File: src/rtl/edp_mpy_seq.sv
// Radix-2 shift-and-add multiply microsequencer driving EDP AD/AR/ARX/BR/MQ controls.
// Optional signed correction step compiled in with `define EDP_MPY_SIGNED_EN.
module edp_mpy_seq #(
    parameter int unsigned STEPS    = 36,
    parameter int unsigned CNTW     = 6,
    parameter logic [3:0]  AD_A     = 4'd0,
    parameter logic [3:0]  AD_APB   = 4'd6,
    parameter logic [3:0]  AD_AMB   = 4'd9,
    parameter logic [2:0]  SEL_ADX2 = 3'd2
) (
    input  logic            i_clk,
    input  logic            i_rst_n,
    input  logic            i_start,
    input  logic            i_abort,
    input  logic            i_signed_mpy,
    input  logic            i_mplier_sign,
    input  logic            i_mq_bit35,
    output logic            o_busy,
    output logic            o_done,
    output logic [CNTW-1:0] o_step_count,
    output logic [3:0]      o_ad_sel,
    output logic [1:0]      o_ada_sel,
    output logic [1:0]      o_adb_sel,
    output logic            o_ad_bool,
    output logic            o_ad_long,
    output logic [2:0]      o_arl_sel,
    output logic [2:0]      o_arr_sel,
    output logic [2:0]      o_arxl_sel,
    output logic [2:0]      o_arxr_sel,
    output logic            o_ar00to08_load,
    output logic            o_ar09to17_load,
    output logic            o_arr_load,
    output logic            o_arx_load,
    output logic            o_br_load,
    output logic            o_ar00to11_clr,
    output logic            o_ar12to17_clr,
    output logic            o_arr_clr,
    output logic [1:0]      o_mq_sel
);

    typedef enum logic [2:0] {StIdle, StInit, StStep, StFix, StDone} state_e;

    state_e          r_state;
    logic [CNTW-1:0] r_cnt;
    logic            r_busy;
    logic            r_done;
    logic [3:0]      r_ad_sel;
    logic            r_ad_long;
    logic [2:0]      r_sel;
    logic            r_ar_load;
    logic            r_arx_load;
    logic            r_br_load;
    logic            r_clr;
    logic [1:0]      r_mq_sel;

`ifdef EDP_MPY_SIGNED_EN
    logic            r_sign;
`else
    logic            w_unused_sign;
    assign w_unused_sign = ^{i_signed_mpy, i_mplier_sign};
`endif

    // Output registers hold the controls for the state being entered.
    always_ff @(posedge i_clk or negedge i_rst_n) begin
        if (!i_rst_n) begin
            r_state    <= StIdle;
            r_cnt      <= '0;
            r_busy     <= 1'b0;
            r_done     <= 1'b0;
            r_ad_sel   <= 4'd0;
            r_ad_long  <= 1'b0;
            r_sel      <= 3'd0;
            r_ar_load  <= 1'b0;
            r_arx_load <= 1'b0;
            r_br_load  <= 1'b0;
            r_clr      <= 1'b0;
            r_mq_sel   <= 2'd0;
`ifdef EDP_MPY_SIGNED_EN
            r_sign     <= 1'b0;
`endif
        end else begin
            r_busy     <= 1'b0;
            r_done     <= 1'b0;
            r_ad_sel   <= 4'd0;
            r_ad_long  <= 1'b0;
            r_sel      <= 3'd0;
            r_ar_load  <= 1'b0;
            r_arx_load <= 1'b0;
            r_br_load  <= 1'b0;
            r_clr      <= 1'b0;
            r_mq_sel   <= 2'd0;
            if (r_state != StIdle && i_abort) begin
                r_state <= StIdle;
                r_cnt   <= '0;
            end else begin
                case (r_state)
                    StIdle: begin
                        if (i_start && !i_abort) begin
                            r_state   <= StInit;
                            r_busy    <= 1'b1;
                            r_br_load <= 1'b1;
                            r_clr     <= 1'b1;
                            r_mq_sel  <= 2'd1;
                        end
                    end
                    StInit: begin
                        r_state    <= StStep;
                        r_cnt      <= CNTW'(STEPS);
`ifdef EDP_MPY_SIGNED_EN
                        r_sign     <= i_mplier_sign;
`endif
                        r_busy     <= 1'b1;
                        r_ad_sel   <= AD_A;
                        r_ad_long  <= 1'b1;
                        r_sel      <= SEL_ADX2;
                        r_ar_load  <= 1'b1;
                        r_arx_load <= 1'b1;
                        r_mq_sel   <= 2'd2;
                    end
                    StStep: begin
                        r_cnt <= r_cnt - CNTW'(1);
                        if (r_cnt == CNTW'(1)) begin
`ifdef EDP_MPY_SIGNED_EN
                            r_state <= StFix;
                            r_busy  <= 1'b1;
                            if (i_signed_mpy && r_sign) begin
                                r_ad_sel  <= AD_AMB;
                                r_ar_load <= 1'b1;
                            end
`else
                            r_state <= StDone;
                            r_done  <= 1'b1;
`endif
                        end else begin
                            r_busy     <= 1'b1;
                            r_ad_sel   <= AD_A;
                            r_ad_long  <= 1'b1;
                            r_sel      <= SEL_ADX2;
                            r_ar_load  <= 1'b1;
                            r_arx_load <= 1'b1;
                            r_mq_sel   <= 2'd2;
                        end
                    end
`ifdef EDP_MPY_SIGNED_EN
                    StFix: begin
                        r_state <= StDone;
                        r_done  <= 1'b1;
                    end
`endif
                    StDone:  r_state <= StIdle;
                    default: r_state <= StIdle;
                endcase
            end
        end
    end

    // Add/no-add decision follows the live multiplier LSB within the step cycle.
    assign o_ad_sel        = (r_state == StStep && i_mq_bit35) ? AD_APB : r_ad_sel;
    assign o_busy          = r_busy;
    assign o_done          = r_done;
    assign o_step_count    = r_cnt;
    assign o_ada_sel       = 2'd0;
    assign o_adb_sel       = 2'd0;
    assign o_ad_bool       = 1'b0;
    assign o_ad_long       = r_ad_long;
    assign o_arl_sel       = r_sel;
    assign o_arr_sel       = r_sel;
    assign o_arxl_sel      = r_sel;
    assign o_arxr_sel      = r_sel;
    assign o_ar00to08_load = r_ar_load;
    assign o_ar09to17_load = r_ar_load;
    assign o_arr_load      = r_ar_load;
    assign o_arx_load      = r_arx_load;
    assign o_br_load       = r_br_load;
    assign o_ar00to11_clr  = r_clr;
    assign o_ar12to17_clr  = r_clr;
    assign o_arr_clr       = r_clr;
    assign o_mq_sel        = r_mq_sel;

endmodule

File: config.mk
export PLATFORM = sky130hd
export DESIGN_NAME = edp_mpy_seq
export DESIGN_NICKNAME = d
export VERILOG_FILES = /design/src/rtl/edp_mpy_seq.sv
export SDC_FILE = /design/constraint.sdc
export NUM_CORES = 1
export LEC_CHECK = 0
export BUFFER_PORTS_ARGS = -buffer_cell sky130_fd_sc_hd__buf_2
export CORE_ASPECT_RATIO = 0.75
export CORE_MARGIN = 2
export CORE_UTILIZATION = 45
export DETAILED_ROUTE_END_ITERATION = 8
export GPL_TIMING_DRIVEN = 0
export PLACE_DENSITY = 0.78
export SLEW_MARGIN = 25
export SYNTH_ARGS = -nofsm -noshare
export SYNTH_HDL_FRONTEND = slang
export SYNTH_SLANG_ARGS = --single-unit
File: constraint.sdc
create_clock -name i_clk -period 1.85 [get_ports i_clk]
set_input_delay 0.185 -clock i_clk [delete_from_list [all_inputs] [get_ports i_clk]]
set_output_delay 0.185 -clock i_clk [all_outputs]
set_load 0.02 [all_outputs]
==> impl_metrics.json <==
{
  "status": "finished, final reports clean",
  "cts_buffers": 3,
  "netlist_area_um2": 981,
  "dr.pass1.iters": 4,
  "avgSynthCellArea_um2": 9.34,
  "synth_xor_xnor_area_share_pct": 0,
  "synthAdderAreaFrac_pct": 2.55,
  "wl_mm": 2.08,
  "r2r_end": "o_step_count[2]",
  "htree_levels": 1,
  "start_kind": "flop",
  "die_y_um": 44.4,
  "ys_seq_area_share_pct": 35.7,
  "r2r_setup_slack_ns": 0.36,
  "setup_tns_ns": 0,
  "clk_latency_ns": 0.28,
  "initial_core_util_pct": 48.3,
  "ir_drop_mv": 0.677,
  "yosys.area_share.simple_pct": 18.5,
  "grt_overflow_total": 0,
  "setup_viol": 0,
  "cts_root_buffer": "clkbuf_4",
  "drcViolationCount": 0,
  "clock_sinks": 14,
  "ys_ff_latch": 14,
  "rsz0062_at_grt": "false",
  "grt_max_degree": 15,
  "clkTransAtPathRegs_ns": 0.08,
  "crit_path_max_fanout": 10,
  "drt_iter0_markers": 17,
  "synthMuxAreaShare_pct": 2.04,
  "grt_pass1_wl_mm": 3.35,
  "cts_buffer_depth": 2,
  "hpwlAfterDp_mm": 1.66,
  "antenna_found_initial": 0,
  "period_needed_ns": 1.74,
  "r2r_start": "o_step_count[0]",
  "syn_inst": 105,
  "fill_cells": 189,
  "worst_path_max_delay_cell": "dfrtp_1",
  "min_period_over_period_pct": 94.0,
  "die_w_um": 57.9,
  "power_density_nw_per_um2": 897,
  "drive_gt1_share_pct": 44.7,
  "nets": 162,
  "p_sw_share_pct": 40.0,
  "port_buffers": 28,
  "ios": 47,
  "gp_congestion": 0.834,
  "synth_top_family_by_area": "buffers and inverters",
  "cts_tree": "yes",
  "fmax_mhz": 575,
  "grt_pass1_vias": 701,
  "pwr-share-seq_pct": 37.4,
  "place_ws_ns": 0.378,
  "p_switching_uw": 454,
  "setup_slack_ns": 0.111,
  "hold_path.startpoint": "i_start",
  "max_stage_delay_ns": 0.46,
  "ys_warn_count": 0,
  "die-area_um2": 2570,
  "synth_compound_area_share_pct": 15.6,
  "areaGrowthSynthToFinish_pct": 29.0,
  "rows": 14,
  "crit_required_ns": 1.66,
  "drv_cap": 0,
  "placeableCoreArea_um2": 2030,
  "whs_path_depth": 3,
  "hold_viol": 0,
  "cpMostUsedCell": "buf_2",
  "ff_latch_area_um2": 350,
  "diodes": 0,
  "post_drt_wl_per_cell_um": 11.8,
  "hold_end": "r_state[0]",
  "worstSetupPathType": "reg2out",
  "p_int_uw": 680,
  "vias": 850,
  "ys_types": 36,
  "p_clk_share_pct": 19.4,
  "finalMaxSlewViolations": 0,
  "hp-class": "in2reg",
  "ant_nets": 0,
  "grt_usage_pct": 17.1,
  "multi_input_area_um2": 450,
  "reg2reg_depth": 5,
  "leakagePower_uw": 0.000718,
  "comb_power_share_pct": 43.2,
  "fin_skew_ns": 0.00551,
  "crit_arrival_ns": 1.55,
  "post-cts-setup-buffer-count": 0,
  "cp_cell_sequence": "buf_2 > nor4b_4 > buf_4 > buf_2",
  "setup.worst_path.end_class": "output port",
  "avgViaCountPerCell": 4.83
}
-- critical path, delay by kind of cell (launching register included) --
kind | cells | cell delay, ns
buf+inv | 3 | 0.52
simple gates | 1 | 0.30
flops | 1 | 0.46
-- power by group through the flow --
stage                     Sequential, µW  Combinational [µW]  Clock, µW
after floorplan                      475                 310          0
after global placement               426                 474          0
after detailed placement             431                 484          0
after CTS                            424                 487        230
after global routing                 435                 530        241
final                                424                 490        220
-- registers in the layout, summed over array words and instances (netlist names) --
name            count
o_ar00to11_clr      1
o_arl_sel           1
o_busy              1
o_done              1
o_mq_sel            1
o_step_count        6
r_state             3
-- metrics by stage --
stage / area [µm²] / power [µW] / std cells / utilization, % / hold WS, ns
6_report: 1260 / 1130 / 176 / 62.3 / 0.180
5_1_grt: 1260 / 1210 / 176 / 62.3 / 0.177
4_1_cts: 1260 / 1140 / 176 / 61.8 / 0.164
3_5_place_dp: 1210 / 914 / 171 / 59.5 / 0.105
3_3_place_gp: 1210 / 899 / 171 / 59.5 / 0.0968
2_1_floorplan: 1040 / 785 / 119 / - / -0.111
-- cell type report --
class | instances | area share [%]
flip-flops and latches | 14 | 27.7
inverters | 5 | 1.48
multi-input cells | 68 | 35.6
repair buffers | 29 | 11.9
plain buffers | 32 | 18.1
clock buffers | 4 | 2.87
well taps | 24 | 2.37
-- logic make-up (layout without fill, tap and decap cells) --
logic type / count (synthesis) / after routing
fa+ha+maj: 2 / 2
flops: 14 / 14
buf+inv: 37 / 70
simple gates: 30 / 30
other cells: 1 / 15
mux: 2 / 2
compound gates: 19 / 19
-- Yosys cell counts (all sizes together) --
cell type  number  area share, %
nand3b          1           0.77
a311o           2            2.2
ha              2            2.6
a21oi           1           0.51
nor2            6            2.3
buf            31             23
nor3            6            3.6
o221ai          1           0.89
a211oi          1           0.77
a32oi           1           0.89
and4            2            1.8
or3             1           0.64
a21boi          4            3.4
a31oi           1           0.64
o21ai           1           0.51
inv             5            1.9
o22ai           1           0.64
nand4           1           0.64
a32o            1            1.0
clkbuf          1           0.38
dfrtp          14             36
nand2b          3            1.9
nor4bb          1            1.0
conb            1           0.38
nand2           5            1.9
nor4b           3            3.3
o21bai          1           0.77
mux2i           2            2.0
nor2b           1           0.64
a22o            2            1.8
o211ai          2            1.5
-- placed cells by master, fill, tap and decap left out, types with 2 or more instances in the layout --
| master | Yosys | layout |
|---|---|---|
| buf_4 | 28 | 28 |
| a21boi_1 | 3 | 3 |
| inv_1 | 5 | 5 |
| clkbuf_4 | 0 | 3 |
| nand2_1 | 5 | 5 |
| dfrtp_1 | 14 | 14 |
| mux2i_1 | 2 | 2 |
| buf_2 | 3 | 31 |
| and4_1 | 2 | 2 |
| nand2b_1 | 3 | 3 |
| o211ai_1 | 2 | 2 |
| a22o_1 | 2 | 2 |
| nor3_1 | 5 | 5 |
| conb_1 | 1 | 15 |
| nor2_1 | 6 | 6 |
| ha_1 | 2 | 2 |
-- metal layers --
layer  global-route usage [%]  vias to the layer above  share of wire (%)
met5                        0                        -                  0
met4                     1.40                        0                  0
met3                     6.43                        0                7.5
met2                     29.1                       30                 50
met1                     21.9                      396                 42
li1                         -                      424                  -
-- worst max path at each step --
stage          slack [ns]           to  cells after the start       start
5_1_grt              0.03  o_ad_sel[2]                      4  r_state[0]
2_1_floorplan        0.26  o_ad_sel[2]                      3  r_state[0]
4_1_cts              0.05  o_ad_sel[2]                      4  r_state[0]
6_report             0.11  o_ad_sel[2]                      4  r_state[0]
3_5_place_dp         0.38  o_ad_sel[2]                      4  r_state[0]
3_3_place_gp         0.42  o_ad_sel[2]                      4  r_state[0]
-- repair_timing --
item                                   CTS  global route
gates resized for setup                  0             1
endpoints found under the hold margin   14             0
setup endpoints to repair                0             1
hold buffers                             1             0
(Power assumes the default switching activity.)
